## config.mk

```make
export PLATFORM = sky130hd
export DESIGN_NAME = core_sequencer
export DESIGN_NICKNAME = d
export VERILOG_FILES = /design/src/rtl/core_sequencer.sv
export SDC_FILE = /design/constraint.sdc
export NUM_CORES = 1
export LEC_CHECK = 0
export ABC_AREA = 1
export CAP_MARGIN = 25
export CORE_MARGIN = 2
export CORE_UTILIZATION = 29
export DETAILED_ROUTE_END_ITERATION = 10
export GPL_TIMING_DRIVEN = 0
export PLACE_DENSITY_LB_ADDON = 0.2
export SLEW_MARGIN = 5
export SYNTH_ARGS = -nofsm -noshare
export SYNTH_HDL_FRONTEND = slang
export SYNTH_SLANG_ARGS = --single-unit
```

## constraint.sdc

```tcl
create_clock -name clk -period 1.9 [get_ports clk]
set_input_delay 0.38 -clock clk [delete_from_list [all_inputs] [get_ports clk]]
set_output_delay 0.38 -clock clk [all_outputs]
set_load 0.03 [all_outputs]
```

## src/rtl/core_sequencer.sv

```systemverilog
// core_sequencer: loads a program into instruction memory, primes the core reset,
// then gates core commits for run/step/halt, stopping on ECALL/EBREAK or a cycle budget.
module core_sequencer #(
    parameter int DEPTH      = 1024,
    parameter int ADDR_W     = $clog2(DEPTH),
    parameter int RST_CYCLES = 2
) (
    input  logic              clk,
    input  logic              reset,
    input  logic              cmd_valid,
    output logic              cmd_ready,
    input  logic [1:0]        cmd_op,
    input  logic [31:0]       cmd_arg,
    output logic              cmd_err,
    input  logic              ld_valid,
    output logic              ld_ready,
    input  logic [31:0]       ld_data,
    output logic              imem_we,
    output logic [ADDR_W-1:0] imem_addr,
    output logic [31:0]       imem_wdata,
    output logic              core_reset_n,
    output logic              core_en,
    input  logic [31:0]       core_instr,
    input  logic [31:0]       core_pc,
    output logic [2:0]        state,
    output logic [1:0]        halt_cause,
    output logic [31:0]       halted_pc,
    output logic [31:0]       cycle_count
);
    typedef enum logic [2:0] {IDLE, LOAD, PRIME, RUN, HALTED} st_t;
    localparam logic [1:0] OP_LOAD = 2'd0, OP_RUN = 2'd1, OP_STEP = 2'd2, OP_HALT = 2'd3;
    localparam logic [1:0] C_USER = 2'd0, C_TRAP = 2'd1, C_LIMIT = 2'd2, C_STEP = 2'd3;
    localparam int PW = RST_CYCLES > 1 ? $clog2(RST_CYCLES) : 1;

    st_t st;
    logic [ADDR_W:0] ld_cnt, ld_n;
    logic [PW-1:0] p_cnt;
    logic [31:0] budget;
    logic loaded, trapped, unlimited, is_step, trap, acc;

    assign trap       = core_instr == 32'h0000_0073 || core_instr == 32'h0010_0073;
    assign cmd_ready  = st == IDLE || st == RUN || st == HALTED;
    assign acc        = cmd_valid && cmd_ready;
    assign ld_ready   = st == LOAD;
    assign imem_we    = ld_valid && ld_ready;
    assign imem_addr  = ld_cnt[ADDR_W-1:0];
    assign imem_wdata = ld_data;
    assign core_en    = st == RUN && !trap;
    assign state      = st;

    always_ff @(posedge clk or negedge reset) begin
        if (!reset) begin
            st           <= IDLE;
            core_reset_n <= 1'b0;
            cmd_err      <= 1'b0;
            halt_cause   <= C_USER;
            halted_pc    <= '0;
            cycle_count  <= '0;
            loaded       <= 1'b0;
            trapped      <= 1'b0;
            unlimited    <= 1'b0;
            is_step      <= 1'b0;
            budget       <= '0;
            ld_cnt       <= '0;
            ld_n         <= '0;
            p_cnt        <= '0;
        end else begin
            cmd_err <= 1'b0;
            case (st)
                IDLE, HALTED: if (acc) begin
                    if (cmd_op == OP_LOAD) begin
                        if (cmd_arg == 32'd0) cmd_err <= 1'b1;
                        else begin
                            ld_n         <= cmd_arg > 32'(DEPTH) ? (ADDR_W+1)'(DEPTH) : cmd_arg[ADDR_W:0];
                            ld_cnt       <= '0;
                            loaded       <= 1'b0;
                            trapped      <= 1'b0;
                            core_reset_n <= 1'b0;
                            st           <= LOAD;
                        end
                    end else if (cmd_op != OP_HALT) begin
                        if (!loaded || trapped || (cmd_op == OP_STEP && cmd_arg == 32'd0)) cmd_err <= 1'b1;
                        else begin
                            budget    <= cmd_arg;
                            unlimited <= cmd_op == OP_RUN && cmd_arg == 32'd0;
                            is_step   <= cmd_op == OP_STEP;
                            st        <= RUN;
                        end
                    end
                end
                LOAD: if (imem_we) begin
                    ld_cnt <= ld_cnt + 1'b1;
                    if (ld_cnt + 1'b1 == ld_n) begin
                        st    <= PRIME;
                        p_cnt <= '0;
                    end
                end
                PRIME: if (p_cnt == PW'(RST_CYCLES - 1)) begin
                    st           <= IDLE;
                    loaded       <= 1'b1;
                    cycle_count  <= '0;
                    core_reset_n <= 1'b1;
                end else p_cnt <= p_cnt + 1'b1;
                RUN: begin
                    if (core_en) begin
                        cycle_count <= cycle_count + 32'd1;
                        if (!unlimited) budget <= budget - 32'd1;
                    end
                    if (acc && cmd_op == OP_LOAD) cmd_err <= 1'b1;
                    // exit priority: trap, then budget expiry, then user halt
                    if (trap) begin
                        st         <= HALTED;
                        halt_cause <= C_TRAP;
                        trapped    <= 1'b1;
                        halted_pc  <= core_pc;
                    end else if (!unlimited && budget == 32'd1) begin
                        st         <= HALTED;
                        halt_cause <= is_step ? C_STEP : C_LIMIT;
                        halted_pc  <= core_pc;
                    end else if (acc && cmd_op == OP_HALT) begin
                        st         <= HALTED;
                        halt_cause <= C_USER;
                        halted_pc  <= core_pc;
                    end
                end
                default: st <= IDLE;
            endcase
        end
    end
endmodule

```

# After elaboration in Yosys (flattened, before gate mapping)
# Cells that the tools add are included.
# word_totals
regBits	129
in_bits	134
out_inout_bits	117
# classes
n_addsub	4
magnitude_cmp	1
n_eq_ne	28
n_mux	53
bitwise	3
reduce_logical	36
# ops
operator	count
2-to-1 mux 32 bit	11
one-hot mux 32 bit (2 select lines)	2
2-to-1 mux 11 bit	5
2-to-1 mux 3 bit	11
adder 32 x 1 -> 32 bit (second input constant)	1
equality test 32 x 1 -> 1 bit (second input constant)	1
equality test 32 x 21 -> 1 bit (second input constant)	1
equality test 32 x 7 -> 1 bit (second input constant)	1
greater-than comparator 32 x 11 -> 1 bit (second input constant)	1
zero test 32 bit	1
subtractor 32 x 1 -> 32 bit (second input constant)	1
inequality test 2 bit (second input constant)	11
one-hot mux 11 bit (2 select lines)	1
AND reduction 5 bit	4
2-to-1 mux 1 bit	15
one-hot mux 3 bit (4 select lines)	1
adder 11 x 1 -> 11 bit (second input constant)	1
equality test 11 bit	1
nonzero test 2 bit	5
inequality test 3 bit (second input constant)	3
logical AND 1 bit	8
one-hot mux 1 bit (2 select lines)	4
AND reduction 8 bit	1
AND reduction 7 bit	1
other kinds (19)	33

# Depth between registers and ports, before layout
# Gate-level depths: netlist of run 1.
# depth
ltp_word	9
mapped_depth	14
mapped_depth_nobuf	14

# Worst setup path before layout of run 1
# OpenSTA, ideal clock, no wires.
# synth_path
kind	reg-to-reg
startpoint	register st[1], in the netlist state[1]
endpoint	register cycle_count[4]
setup_time_ps	77
arrival_ps	2033
required_ps	1823
slack_ps	-210
stages_incl_launch_ff	10
path_buffers	1
synth_period_minus_slack_ps	2110
cell_sequence	dfrtp_1 -> nand3_2 -> nor2_2 -> nor2_4 -> inv_2 -> buf_2 -> nand2_1 -> inv_1 -> nand2_1 -> a21oi_1
# synth_via
elab_chain_len	4
word_cells_on_any_way	8
cone_classes	eq/ne (4); mux (1); reduce/logical (3)
# synth_rtl
element	line_no	source
from (decl)	35	st_t st;
from (signal assigned)	53	st <= IDLE;
from (signal assigned)	79	st <= LOAD;
from (signal assigned)	87	st <= RUN;
equality test 3 x 2 -> 1 bit	48	assign core_en = st == RUN && !trap;
logical AND 1 bit	48	
net core_en	22	output logic core_en,
inequality test 2 bit (no source line)	n/a	
AND reduction 3 bit (no source line)	n/a	
to (signal assigned)	106	cycle_count <= cycle_count + 32'd1;
to (decl)	28	output logic [31:0] cycle_count
# The timed path passes the listed nets, and every way through them passes these cells.
# A chain may end at the register's enable or synchronous reset.

# Worst setup path in the final report of run 1
# layout_path
startpoint	register st[0], in the netlist state[0]
endpoint	register budget[31]
# layout_via
elab_chain_len	6
word_cells_on_any_way	17
cone_classes	eq/ne (8); mux (1); reduce/logical (8)
# layout_rtl
element	line_no	source
equality test 3 x 2 -> 1 bit / zero test 3 bit (equally long branches)	42, 48, 69	
logical OR 1 bit (2 in a row)	42	assign cmd_ready = st == IDLE || st == RUN || st == HALTED;
logical AND 1 bit	43	assign acc = cmd_valid && cmd_ready;
inequality test 2 bit (no source line)	n/a	
AND reduction 7 bit (no source line)	n/a	
to (signal assigned)	84	budget <= cmd_arg;
to (signal assigned)	107	if (!unlimited) budget <= budget - 32'd1;
to (decl)	38	logic [31:0] budget;
# Parallel ways exist; a longest one is shown, timed or not.

==> results_dict.tcl, run 1 <==
set metrics [dict create \
    portBuffers 217 \
    wl_per_cell_um 15.61 \
    power_density_nw_per_um2 1281 \
    yosys.area_share.simple 0.3794 \
    source_to_sink_clock_delay_at_the_later_pin_of_the_worst_skew_pair_ns 0.42 \
    max_slew.worst_pin.slew_ns 0.6018 \
    final.period_utilization 1.017 \
    share_seq_of_total_power 0.261 \
    clock_tree_from_tritoncts "built" \
    overflow 0 \
    antenna_found_initial 0 \
    post_synth_num_cell_types 43 \
    syn_inst 1199 \
    diodes 0 \
    synth.yosys.seq_area_share 0.3923 \
    yosys-mux-area-fraction 0.007299 \
    maxCapViolCount 0 \
    die_w_um 172.4 \
    largest_net_degree_at_the_start_of_global_routing 75 \
    routabilityCongestion 0.8944 \
    synth.yosys.warnings 0 \
    timing.critical_path.from_type "flip-flop" \
    coreArea_um2 27860 \
    dpl.hpwl_um 21600 \
    h-tree-depth 4 \
    cts.clk_slew.worst_paths_ns 0.06 \
    clock-root-buffer "clkbuf_16" \
    finalCriticalPeriod_ns 1.932 \
    boundaryPins 251 \
    timing.max_slew.rel_slack 0.5988 \
    detail_route.first_pass.iterations 5 \
    critical_path.max_fanout 8 \
    power.static_leakage_nw 6.226 \
    final_total_pwr_mw 16.34 \
    whs_ns 0.3040 \
    post_synth_instance_area_um2 8228 \
    violations "setup timing" \
    grt_first_pass_wirelength_um 43840 \
    cts_max_path_buffers 2 \
    fp.dieH_um 172.4 \
    compound_gate_portion_of_the_synthesized_area 0.08455 \
    final_nets 1630 \
    fmax_mhz 517.7 \
    power.switching_fraction 0.4289 \
    outcome "finished with violations" \
    number_of_synthesized_flops_with_an_enable_pin 0 \
    total_switching_power_mw 7.008 \
    timing.setup.critical_path_class "flip-flop to flip-flop" \
    commonest_non_fill_non_tap_cell_in_the_layout "nand2_1" \
    postSynthRegisterBits 129 \
    drt_iter0_markers 545 \
    clock_sinks 129 \
    post_synth.cell_area_avg_um2 6.862 \
    drt-total-wl_um 29400 \
    grt_setup_unrepaired "true" \
    cts_buffers 17 \
    total_grt_usage 0.1897 \
    grt_pass1_vias 8175 \
    yosys_most_used_dff "dfrtp_1" \
    synth_xor_xnor_area_share 0.02342 \
    route.vias.total 8947 \
    setup_slack_ns -0.03152 \
    area.growth.synth_to_final_pct 55.02 \
    synth_fp_nets 1337 \
    critPathRequiredTime_ns 2.25 \
    rows 61 \
    synth-adder-area-share 0.006083 \
    drv_slew 0 \
    dpl_cell_area_um2 10920 \
    hold_viol 0 \
    drt_drc_violations_left 0 \
    dominant_combinational_cell_family_by_area_after_synthesis "simple AND/OR/NAND/NOR gates" \
    initial_utilization 0.2954 \
    postLayoutCellArea_um2 12750 \
    setup.worst_path.end_class "flip-flop" \
    power.ir.vdd_worst_v 0.0005389 \
    worst_ep_arrival_time_ns 2.28 \
    internal-power_mw 9.332 \
    async_flop_share 1.000 \
    power.share.clock 0.222 \
    timing.hold.worst.class "input pin to flip-flop" \
    die-area_um2 29740 \
    power.share.combinational 0.518 \
    setup_viol_count_final 14 \
    final_layout_size_suffix_gt1_frac 0.2146 \
    layout_common_cells "nand2_1, nor2_1, dfrtp_1" \
    viasPerCell 4.751 \
    drtAntennaViolNets 0 \
    final.setup_skew_ns 0.01177 \
]
==> logic make-up (layout without fill, tap and decap cells) <==
family / after synthesis / after routing
AO/OA/AOI/OAI: 120 / 120
XOR/XNOR: 22 / 22
adder cells (fa/ha/maj): 4 / 4
buffers and inverters: 178 / 484
flip-flops: 129 / 129
multiplexers: 6 / 6
AND/OR/NAND/NOR: 740 / 740
==> cell usage after synthesis (all sizes together) (7+ instances only) <==
| cell | count | area [µm²] |
|---|---|---|
| nand2 | 393 | 1498 |
| nor2 | 175 | 679.4 |
| dfrtp | 129 | 3228 |
| inv | 106 | 397.9 |
| nand3 | 93 | 470.5 |
| o21ai | 73 | 365.4 |
| buf | 65 | 455.4 |
| nand4 | 35 | 219.0 |
| a21oi | 28 | 181.4 |
| nor3 | 23 | 115.1 |
| xnor2 | 11 | 96.34 |
| xor2 | 11 | 96.34 |
| clkbuf | 7 | 26.28 |
==> per-layer routing <==
layer	wire [µm]	global-route usage	vias to the layer above
li1	-	-	4410
met1	13160	0.2568	4223
met5	0	0	-
met2	14080	0.3082	274
met3	1583	0.03250	40
met4	569	0.05955	0
==> worst paths after layout <==
check | startpoint | endpoint | slack, ns | cells after the start
min in group asynchronous | reset | ld_cnt[0] | 0.51 | 2
hold / removal | cmd_arg[29] | budget[29] | 0.30 | 4
setup reg to reg | state[0] | budget[31] | -0.03 | 13
setup / recovery | state[0] | budget[31] | -0.03 | 13
max in group asynchronous | reset | cycle_count[17] | 0.59 | 3
hold reg to reg | halted_pc[13] | halted_pc[13] | 0.47 | 2
==> worst max-delay path: stages (launching register included) <==
cell       delay (ns)
dfrtp_2          0.44
buf_6            0.13
nor2_4           0.09
inv_2            0.06
nand2_4          0.08
nand2_4          0.07
nand2_4          0.08
nand2_4          0.06
nor2_4           0.11
o21a_4           0.17
nand2_4          0.09
buf_12           0.16
clkbuf_16        0.16
a21oi_2          0.13
==> metrics by stage <==
stage	setup slack, ns	utilization	std cells	setup TNS, ns
finish	-0.03152	0.4578	1883	-0.2208
global route	-0.08846	0.4578	1883	-2.172
CTS	-0.07490	0.4273	1852	-0.1320
detailed placement	-0.8502	0.3921	1795	-74.56
global placement	-5.742	0.3911	1794	-749.69
floorplan	0.02063	-	1199	0
==> power by group through the flow <==
| stage | Clock (mW) | Combinational (mW) | Sequential (mW) |
|---|---|---|---|
| floorplan | 0 | 3.49 | 4.70 |
| global route | 3.82 | 9.08 | 4.35 |
| global placement | 0 | 6.41 | 4.18 |
| finish | 3.62 | 8.46 | 4.26 |
| detailed placement | 0 | 6.48 | 4.19 |
| CTS | 3.69 | 7.03 | 4.17 |
==> repair_timing <==
action                                  CTS  global route
gates resized for setup                 190           170
hold endpoints to repair                 55             0
buffers inserted                         24            25
gates cloned                              0             6
endpoints found under the setup margin  170           134
hold buffers                              1             0
pin swaps                                37            51
==> final cells by class <==
| type | instances | area [µm²] |
|---|---|---|
| fill | 2839 | 15100 |
| multi-input combinational | 892 | 4698 |
| sequential | 129 | 3249 |
| timing repair buffer | 273 | 2683 |
| buffer | 72 | 594.3 |
| tap | 378 | 473.0 |
| clock buffer | 21 | 460.4 |
| inverter | 106 | 414.1 |
| clock inverter | 11 | 175.2 |
| timing repair inverter | 1 | 7.507 |
==> flip-flops by register name (all words and copies together), names as in the netlist <==
name and count:
loaded 1, is_step 1, trapped 1, cmd_err 1, ld_n 11, ld_cnt 11, halted_pc 32, state 3
halt_cause 2, p_cnt 1, unlimited 1, budget 32, cycle_count 32
Note: power is estimated with default switching activity, not from simulation.
==> run 2, diff against run 1 <==
Settings changed: CTS_CLUSTER_SIZE set to 20.
==> results of run 2 <==
The final DEF is identical to that of run 1; final timing and power are the same.
